<file path="config.mk">
export PLATFORM = sky130hd
export DESIGN_NAME = decoder_pipe
export DESIGN_NICKNAME = d
export VERILOG_FILES = /design/src/rtl/decoder_pipe.sv
export SDC_FILE = /design/constraint.sdc
export NUM_CORES = 1
export LEC_CHECK = 0
export CORE_UTILIZATION = 40
export DETAILED_ROUTE_END_ITERATION = 10
export GPL_ROUTABILITY_DRIVEN = 0
export PLACE_DENSITY_LB_ADDON = 0.08
export SLEW_MARGIN = 20
export SYNTH_ARGS = -nofsm -noshare
export SYNTH_HDL_FRONTEND = slang
export SYNTH_SLANG_ARGS = --single-unit
export TNS_END_PERCENT = 1
</file>
<file path="constraint.sdc">
create_clock -name clk -period 2 [get_ports clk]
set_clock_uncertainty 0.1 [all_clocks]
set_input_delay 0.6 -clock clk [delete_from_list [all_inputs] [get_ports clk]]
set_output_delay 0.6 -clock clk [all_outputs]
set_load 0.01 [all_outputs]
</file>
<file path="src/rtl/decoder_pipe.sv">
// Parity-checked binary-to-one-hot decoder feeding a 2-entry output FIFO,
// with saturating counters of delivered good and errored entries.
module decoder_pipe #(
    parameter int N     = 3,
    parameter int CNT_W = 16
) (
    input  logic              clk,
    input  logic              rst,
    input  logic              in_valid,
    output logic              in_ready,
    input  logic [N-1:0]      in_code,
    input  logic              in_par,
    output logic              out_valid,
    input  logic              out_ready,
    output logic [2**N-1:0]   out_onehot,
    output logic              out_err,
    output logic [CNT_W-1:0]  dec_count,
    output logic [CNT_W-1:0]  err_count
);
    localparam int W = 2**N;

    typedef struct packed {
        logic         err;
        logic [W-1:0] oh;
    } entry_t;

    entry_t             e0_q, e0_d, e1_q, e1_d, new_e;
    logic [1:0]         occ_q, occ_d, wr_lvl;
    logic [CNT_W-1:0]   dec_q, dec_d, err_q, err_d;
    logic               push, pop, par_ok;

    assign in_ready   = !rst && (occ_q != 2'd2);
    assign out_valid  = (occ_q != 2'd0);
    assign out_onehot = e0_q.oh;
    assign out_err    = e0_q.err;
    assign dec_count  = dec_q;
    assign err_count  = err_q;

    assign push   = in_valid && in_ready;
    assign pop    = out_valid && out_ready;
    assign par_ok = ~(^in_code ^ in_par);

    always_comb begin
        new_e.err = ~par_ok;
        new_e.oh  = par_ok ? ({{(W-1){1'b0}}, 1'b1} << in_code) : '0;
    end

    // Unused slots are kept at zero so the head reads all zeros when empty.
    always_comb begin
        e0_d   = e0_q;
        e1_d   = e1_q;
        dec_d  = dec_q;
        err_d  = err_q;
        wr_lvl = occ_q - {1'b0, pop};
        occ_d  = occ_q + {1'b0, push} - {1'b0, pop};
        if (pop) begin
            e0_d = e1_q;
            e1_d = '0;
            if (e0_q.err) begin
                if (err_q != '1) err_d = err_q + 1'b1;
            end else begin
                if (dec_q != '1) dec_d = dec_q + 1'b1;
            end
        end
        if (push) begin
            if (wr_lvl == 2'd0) e0_d = new_e;
            else                e1_d = new_e;
        end
    end

    always_ff @(posedge clk) begin
        if (rst) begin
            occ_q <= 2'd0;
            e0_q  <= '0;
            e1_q  <= '0;
            dec_q <= '0;
            err_q <= '0;
        end else begin
            occ_q <= occ_d;
            e0_q  <= e0_d;
            e1_q  <= e1_d;
            dec_q <= dec_d;
            err_q <= err_d;
        end
    end
endmodule

</file>
==> run summary, run 1 <==
status: complete, no violations
fmax: 506 MHz
clk root buf: clkbuf_8
area grow syn2layout: 43.2%
wire length per cell: 12.8 um
cts bufs inserted: 5
Vias per Instance: 5.10
CTS tree: yes
first-pass GRT wire length: 10.0 mm
crit end category: primary output
hold buffer count at cts: 0
Sink Count: 52
average cell area after synthesis: 8.71 sq um
RSZ-0062 raised after global routing: true
crit path launch type: flop
number of global-route vias before repair: 2208
Max rail drop VDD: 508 uV
Max-slew headroom: 62.7%
Starting Density: 42.2%
final core occ: 60.4%
largest net degree at the start of global routing: 53
delay-heaviest family, CP: buffers and inverters
Leakage: 1.60 nW
register area share after synthesis: 40.9%
Slowest-stage cell, CP: clkdlybuf4s50_1
Synth cell types: 42
Mapped Nets: 307
Post-DRT Antenna Nets: 0
number of port buffers: 50
Pwr Density: 628 nW/um^2
Clock transition at path regs: 0.09 ns
Largest stage delay, worst path: 0.52 ns
final worst path period share: 98.9%
DR DRC count: 0
layout net count: 407
share of cells above drive strength 1: 25.0%
max-cap viol count: 0
die area: 6680 sq um
first-pass detailed-route iteration total: 6
cell area after layout: 3640 sq um
Critical Path RT: 1.30 ns
Hold Path Class: reg -> reg
WP buf/inv: 2
register bit count reported by yosys: 52
WP data arrival: 1.28 ns
max-slew violation count: 0
Post-Route WL: 5.99 mm
critical path type: reg -> out
CP Max Fanout: 3
share of the synthesized area in the top cell type: 40.9%
setup_tns: 0 ns
Max clock buf depth: 2
number of H-tree levels: 2
endpoints failing setup: 0
min Tclk post-route: 1.98 ns
area leader, netlist: dfxtp_1
IO Count: 51
Ant. Diodes: 0
core area: 6030 sq um
die width: 81.7 um
initial antenna violation count: 0
DR iter-0 viols: 67
row count: 28
Worst-Margin Slew: 0.559 ns
non-filler cells, final: 467
gr ovfl total: 0
Final HPWL DP: 4.26 mm
Synth area leaders: dfxtp_1 (41%), nand3_1 (6.3%), xnor2_1 (6.2%)
Total GRT Usage: 19.3%
Clk Latency, worst-skew pair: 0.30 ns
Hold Vio Cnt, Final: 0
chip height: 81.7 um
Syn Inst Count: 292
via count: 2384
DP Area: 3480 sq um
Synth Cell Area: 2540 sq um
placed cells: 458
critical path, cell by cell: buf_4 > clkdlybuf4s50_1
Syn. warnings: 0
## sequential cells by signal (all words and copies together) (netlist names)
register and count:
occ_q 2, err_count 16, e1_q 9, out_onehot 8, dec_count 16, out_err 1
## Yosys cell counts, drive strengths merged
| master | n |
|---|---|
| buf | 5 |
| nor2b | 2 |
| clkbuf | 7 |
| ha | 7 |
| o32ai | 1 |
| a211oi | 9 |
| a21boi | 1 |
| inv | 7 |
| nand2 | 11 |
| dlygate4sd1 | 1 |
| nand4b | 1 |
| nor3 | 8 |
| mux2i | 9 |
| o211a | 1 |
| and4 | 1 |
| nor4 | 7 |
| nand4 | 10 |
| a21oi | 23 |
| nor3b | 1 |
| o21ai | 7 |
| or3 | 6 |
| mux2 | 1 |
| xor2 | 10 |
| and2 | 2 |
| nand2b | 1 |
| o211ai | 2 |
| xnor2 | 18 |
| or4 | 2 |
| a31oi | 1 |
| and3 | 5 |
| o311ai | 1 |
| nand3 | 32 |
| dfxtp | 52 |
| nor2 | 39 |
| o31a | 1 |
## path summary, 6_finish.rpt
kind	depth (start not counted)	start	slack, ns	to
worst min register to register	2	e1_q[7]$_SDFF_PP0_	0.37	e1_q[7]$_SDFF_PP0_
worst max register to register	7	dec_count[1]$_SDFFE_PP0P_	0.07	dec_count[14]$_SDFFE_PP0P_
worst max-delay path	2	dec_count[10]$_SDFFE_PP0P_	0.02	dec_count[10]
worst min-delay path	2	e1_q[7]$_SDFF_PP0_	0.37	e1_q[7]$_SDFF_PP0_
## through the flow
stage / hold WS, ns / setup WS, ns / power [mW]
3_3_place_gp: 0.355 / -0.517 / 1.75
2_1_floorplan: 0.347 / 0.0256 / 1.47
4_1_cts: 0.373 / 0.00132 / 2.31
3_5_place_dp: 0.359 / -0.540 / 1.74
6_report: 0.369 / 0.0219 / 2.28
5_1_grt: 0.391 / -0.0581 / 2.43
## cell families (layout without fill, tap and decap cells)
family | Yosys count | after routing | synth area share, %
fa+ha+maj | 7 | 7 | 3.44
compound gates | 47 | 47 | 11.7
flops | 52 | 52 | 40.9
xor+xnor | 28 | 28 | 9.65
simple gates | 128 | 128 | 26.6
buf+inv | 20 | 120 | 3.69
mux | 10 | 10 | 3.99
## worst register-to-register path, cell delays in order (launching register included)
cell     delay [ns]
dfxtp_1        0.34
ha_1           0.17
nand4_1        0.15
buf_4          0.18
or3_4          0.37
nor4_4         0.29
xnor2_1        0.15
nor2_1         0.05
## where the power goes
part / internal [mW] / switching, mW / total [mW]
registers: 1.09 / 0.0349 / 1.13
logic: 0.289 / 0.301 / 0.590
clock network: 0.239 / 0.330 / 0.569
## layout make-up
cell class / count / area [sq um]
clock buffers: 6 / 72.6
repair buffers: 106 / 913
well taps: 75 / 93.8
inverters: 7 / 26.3
flip-flops and latches: 52 / 1060
multi-input cells: 220 / 1470
clock inverters: 1 / 5.00
fillers: 558 / 2390
## repair_timing
action,CTS,global route
setup buffers,0,2
pin swaps,2,3
setup endpoints to repair,53,28
resized for setup,33,24
## cell usage in the layout, fill, tap and decap left out, types with 2 or more instances in the layout
cell type	count
clkdlybuf4s50_1	22
clkbuf_8	5
buf_4	55
inv_1	6
o21ai_0	6
and3_1	5
dlygate4sd2_1	18
dfxtp_1	41
and2_4	2
or4_4	2
nor4_1	2
nor2b_1	2
ha_1	6
nand3_1	31
nor3_2	2
mux2i_1	9
o211ai_2	2
a21oi_1	23
nor2_1	38
or3_4	2
nand2_1	11
or3_1	4
xor2_1	10
clkbuf_2	2
a211oi_1	8
xnor2_1	18
nand4_1	10
dfxtp_2	10
nor4_4	2
dlymetal6s2s_1	7
nor3_1	6
nor4_2	3
## routing by layer
metal  global-route usage, %  vias to the layer above  share of wire (%)  wire length, um
li1                        -                     1243                  -                -
met1                    25.3                     1094                 49             2960
met2                    31.6                       42                 46             2760
met3                    4.44                        5                3.8              226
met4                    5.09                        0               0.73               44
met5                       0                        -                  0                0
(Power assumes the default switching activity.)
==> inputs of run 2 (changes only) <==
--- a/config.mk
+++ b/config.mk
@@ -5,7 +5,11 @@
 export SDC_FILE = /design/constraint.sdc
 export NUM_CORES = 1
 export LEC_CHECK = 0
-export CORE_UTILIZATION = 40
+export CAP_MARGIN = 20
+export CELL_PAD_IN_SITES_DETAIL_PLACEMENT = 2
+export CELL_PAD_IN_SITES_GLOBAL_PLACEMENT = 2
+export CORE_UTILIZATION = 27
+export CTS_CLUSTER_SIZE = 30
 export DETAILED_ROUTE_END_ITERATION = 10
 export GPL_ROUTABILITY_DRIVEN = 0
 export PLACE_DENSITY_LB_ADDON = 0.08
==> run summary, run 2 (synthesis results as in run 1) <==
first-pass GRT wire length: 13.1 mm (+30%)
cell area after layout: 3730 sq um (+2.5%)
max-cap viol count: 0 (unchanged)
Clk Latency, worst-skew pair: 0.30 ns (about the same)
status: complete, no violations
Vias per Instance: 4.90 (-4.0%)
Pwr Density: 625 nW/um^2 (-0.46%)
number of H-tree levels: 2 (unchanged)
via count: 2509 (+5.2%)
cts bufs inserted: 5 (unchanged)
Max rail drop VDD: 311 uV (-39%)
die area: 9810 sq um (+47%)
CTS tree: yes
RSZ-0062 raised after global routing: true
hold_ws: 0.375 ns (+0.00543 ns)
wire length per cell: 15.3 um (+19%)
DR DRC count: 0 (unchanged)
Post-DRT Antenna Nets: 0 (unchanged)
gr ovfl total: 0 (unchanged)
endpoints failing setup: 0 (unchanged)
Total GRT Usage: 16.7% (-2.5 points)
delay-heaviest family, CP: simple AND/OR/NAND/NOR gates
min Tclk post-route: 1.98 ns (-0.000597 ns)
Clock transition at path regs: 0.10 ns (about the same)
first-pass detailed-route iteration total: 2 (-4)
layout net count: 416 (+2.2%)
initial antenna violation count: 0 (unchanged)
Hold Vio Cnt, Final: 0 (unchanged)
Hold Path Class: reg -> reg
WP buf/inv: 1 (-1)
DP Worst Slack: -0.582 ns (-0.0418 ns)
critical path type: reg -> reg
crit path launch type: flop
setup_tns: 0 ns (unchanged)
placed cells: 504 (+10%)
fillers: 1041 (+87%)
CP Max Fanout: 7 (+4)
Starting Density: 27.6% (-15 points)
Final HPWL DP: 5.92 mm (+39%)
Sink Count: 52 (unchanged)
row count: 35 (+25%)
DR iter-0 viols: 30 (-55%)
number of port buffers: 50 (unchanged)
share of cells above drive strength 1: 25.4% (+0.44 points)
Critical Path RT: 2.08 ns (+0.78 ns)
non-filler cells, final: 512 (+9.6%)
WP data arrival: 2.06 ns (+0.78 ns)
final core occ: 40.6% (-20 points)
Worst-Margin Slew: 0.587 ns (+0.0279 ns)
chip height: 99.0 um (+21%)
Slowest-stage cell, CP: or4_4
hold buffer count at cts: 0 (unchanged)
commonest non-fill, non-tap cell in the layout: buf_4
clk root buf: clkbuf_8
max-slew violation count: 0 (unchanged)
number of global-route vias before repair: 2665 (+21%)
most frequent cells in the layout: buf_4 (61), nor2_1 (39), dfxtp_1 (39), nand3_1 (31), dlygate4sd2_1 (25)
Max clock buf depth: 2 (unchanged)
die width: 99.0 um (+21%)
final worst path period share: 98.9% (about the same)
core area: 9200 sq um (+53%)
Leakage: 1.58 nW (-1.2%)
IO Count: 51 (unchanged)
DP Area: 3590 sq um (+3.1%)
Final Power: 2.33 mW (+2.0%)
Post-Route WL: 7.83 mm (+31%)
Largest stage delay, worst path: 0.58 ns (+0.06 ns)
fmax: 506 MHz (about the same)
Ant. Diodes: 0 (unchanged)
largest net degree at the start of global routing: 53 (unchanged)
critical path, cell by cell: ha_4 > nand4_1 > or4_4 > buf_6 > and2_4 > xnor2_1 > nor2_1
Max-slew headroom: 60.9% (-1.9 points)
worst setup margin: 0.0225 ns (+0.000597 ns)
area grow syn2layout: 46.8%
crit end category: flop
run 2: power breakdown:
part / switching, mW / internal, mW / leakage (nW)
logic: 0.323 / 0.293 / 1.11
registers: 0.0398 / 1.09 / 0.428
clock network: 0.347 / 0.240 / 0.0410
total: 0.709 / 1.62 / 1.58
run 2: final cells by class:
class,count,area [sq um],area share (%)
Clock inverter,1,5.00,0.134
Timing Repair Buffer,115,967,25.9
Inverter,7,26.3,0.704
Multi-Input combinational cell,220,1460,39.1
Tap cell,111,139,3.72
Sequential cell,52,1060,28.5
Clock buffer,6,72.6,1.95
run 2: tightest hold or removal path, cell delays in order, from the launching register on:
cell and delay, ns:
dfxtp_1 0.32, nand3_1 0.06, a21oi_1 0.06
run 2: worst paths after layout:
kind / startpoint / endpoint / slack, ns / cells past startpoint
worst max-delay path: dec_count[0]$_SDFFE_PP0P_ / dec_count[0]$_SDFFE_PP0P_ / 0.02 / 7
worst min-delay path: e1_q[3]$_SDFF_PP0_ / e1_q[3]$_SDFF_PP0_ / 0.37 / 2
worst max register to register: dec_count[0]$_SDFFE_PP0P_ / dec_count[0]$_SDFFE_PP0P_ / 0.02 / 7
worst min register to register: e1_q[3]$_SDFF_PP0_ / e1_q[3]$_SDFF_PP0_ / 0.37 / 2
run 2: layer usage:
metal,global-route usage [%],share of wire (%),vias up
li1,-,-,1253
met1,20.9,47,1224
met2,30.2,50,27
met3,2.34,1.8,5
met4,4.13,0.78,0
met5,0,0,-
run 2: what timing repair did:
action	CTS	global route
setup buffers	0	1
gates resized for setup	45	13
pin swaps	5	2
endpoints found under the setup margin	65	16
==> inputs of run 3 (changes only) <==
--- a/config.mk
+++ b/config.mk
@@ -13,6 +13,8 @@
 export DETAILED_ROUTE_END_ITERATION = 10
 export GPL_ROUTABILITY_DRIVEN = 0
 export PLACE_DENSITY_LB_ADDON = 0.08
+export SETUP_SLACK_MARGIN = 0.05
+export SKIP_LAST_GASP = 1
 export SLEW_MARGIN = 20
 export SYNTH_ARGS = -nofsm -noshare
 export SYNTH_HDL_FRONTEND = slang
==> run summary, run 3 (synthesis results as in run 1) <==
number of port buffers: 50 (unchanged)
critical path type: in -> reg
initial antenna violation count: 0 (unchanged)
Final HPWL DP: 5.92 mm (unchanged)
met2 wire length: 4.05 mm (+2.9%)
die area: 9810 sq um (unchanged)
largest net degree at the start of global routing: 53 (unchanged)
most frequent cells in the layout: buf_4 (63), dfxtp_1 (47), clkdlybuf4s50_1 (45), nor2_1 (38), nand3_1 (32)
met3 wire len: 138 um (unchanged)
Final Power: 2.36 mW (+1.1%)
share of cells above drive strength 1: 25.4% (-0.063 points)
min Tclk post-route: 2.07 ns (+0.0879 ns)
Sink Count: 52 (unchanged)
Post-DRT Antenna Nets: 0 (unchanged)
DP Area: 3590 sq um (unchanged)
DR iter-0 viols: 33 (+10%)
hold_ws: 0.377 ns (+0.00244 ns)
met1 WL: 3.69 mm (about the same)
layout net count: 417 (+0.24%)
Vias per Instance: 4.91 (+0.16%)
CP Max Fanout: 5 (-2)
Critical Path RT: 2.12 ns (+0.04 ns)
cts bufs inserted: 5 (unchanged)
DP Worst Slack: -0.582 ns (unchanged)
final worst path period share: 103% (+4.4 points)
Pwr Density: 626 nW/um^2 (+0.14%)
area grow syn2layout: 48.1%
via count: 2518 (+0.36%)
row count: 35 (unchanged)
Hold Vio Cnt, Final: 0 (unchanged)
Total GRT Usage: 16.7% (about the same)
fmax: 484 MHz (-4.3%)
status: finished with violations
Hold Path Class: reg -> reg
cell area after layout: 3770 sq um (+0.94%)
worst setup margin: -0.0654 ns (-0.0879 ns)
IO Count: 51 (unchanged)
number of H-tree levels: 2 (unchanged)
first-pass GRT wire length: 13.1 mm (+0.11%)
setup_tns: -0.729 ns (-0.729 ns)
max-slew violation count: 0 (unchanged)
gr ovfl total: 0 (unchanged)
Post-Route WL: 7.98 mm (+2.0%)
Max clock buf depth: 2 (unchanged)
number of global-route vias before repair: 2662 (-0.11%)
DR DRC count: 0 (unchanged)
Worst-Margin Slew: 0.583 ns (-0.00404 ns)
crit end category: flop
clk root buf: clkbuf_8
first-pass detailed-route iteration total: 2 (unchanged)
RSZ-0062 raised after global routing: true
crit path launch type: input pin
commonest non-fill, non-tap cell in the layout: buf_4
Ant. Diodes: 0 (unchanged)
wire length per cell: 15.6 um (+1.8%)
Clock transition at path regs: 0.09 ns (about the same)
Clk Latency, worst-skew pair: 0.30 ns (about the same)
# Post-CTS Setup Buffers: 0 (unchanged)
Max-slew headroom: 61.1% (+0.27 points)
max-cap viol count: 0 (unchanged)
CTS tree: yes
endpoints failing setup: 31 (+31)
uppermost layer routed: met4
fillers: 1033 (-0.77%)
chip height: 99.0 um (unchanged)
violated checks: negative setup slack
die width: 99.0 um (unchanged)
core area: 9200 sq um (unchanged)
Max rail drop VDD: 295 uV (-5.0%)
Starting Density: 27.6% (unchanged)
Leakage: 1.44 nW (-8.6%)
WP data arrival: 2.18 ns (+0.12 ns)
-- run 3: cell count changes in the layout (fill, tap and decap cells not counted), moves of 2 or more --
| cell | delta |
|---|---|
| dfxtp_1 | +8 |
| dlygate4sd2_1 | -23 |
| dfxtp_2 | -7 |
| inv_2 | +2 |
| inv_1 | -2 |
| clkdlybuf4s50_1 | +24 |
| buf_4 | +2 |
| a211oi_1 | -2 |
| a211oi_2 | +2 |
| buf_6 | -2 |
-- run 3: final cells by class --
class | instances | area [sq um] | area share, %
sequential | 52 | 1050 | 27.9
multi-input combinational | 220 | 1480 | 39.2
clock inverter | 1 | 5.00 | 0.133
clock buffer | 6 | 72.6 | 1.93
timing repair buffer | 116 | 998 | 26.5
inverter | 7 | 26.3 | 0.698
tap | 111 | 139 | 3.69
-- run 3: what timing repair did --
action / 4_1_cts / 5_1_grt
gates resized for setup: 4 / 25
pin swaps: 0 / 5
cloned: 0 / 2
hold buffers: 0 / 0
setup endpoints to repair: 76 / 74
-- run 3: report_power, final --
group	total, mW	switching, mW	internal, mW
registers	1.13	0.0395	1.09
logic	0.648	0.333	0.315
clock network	0.578	0.339	0.239
-- run 3: per-layer routing --
| metal | GRT usage (%) | vias to the layer above |
|---|---|---|
| met2 | 30.1 | 31 |
| met3 | 2.48 | 9 |
| met5 | 0 | - |
| met1 | 20.9 | 1225 |
| li1 | - | 1253 |
| met4 | 4.13 | 0 |
-- run 3: per-stage QoR --
step / cells / util [%]
6_report: 513 / 41.0
4_1_cts: 511 / 39.9
3_5_place_dp: 504 / 39.0
3_3_place_gp: 504 / 39.0
2_1_floorplan: 292 / -
5_1_grt: 513 / 41.0
-- run 3: worst max-delay path, stage by stage --
cell,delay [ns]
clkdlybuf4s50_1,0.50
inv_2,0.06
ha_4,0.24
xor2_2,0.18
nor2_2,0.14
buf_2,0.20
a21oi_1,0.08
a211oi_1,0.19
-- run 3: path summary, 6_finish.rpt --
kind                                   from                        end  slack [ns]  depth (start not counted)
hold reg to reg          e1_q[3]$_SDFF_PP0_         e1_q[3]$_SDFF_PP0_        0.38                          2
setup reg to reg  dec_count[0]$_SDFFE_PP0P_  dec_count[0]$_SDFFE_PP0P_        0.01                          7
hold / removal           e1_q[3]$_SDFF_PP0_         e1_q[3]$_SDFF_PP0_        0.38                          2
setup / recovery                 in_code[0]   out_onehot[2]$_SDFF_PP0_       -0.07                          8
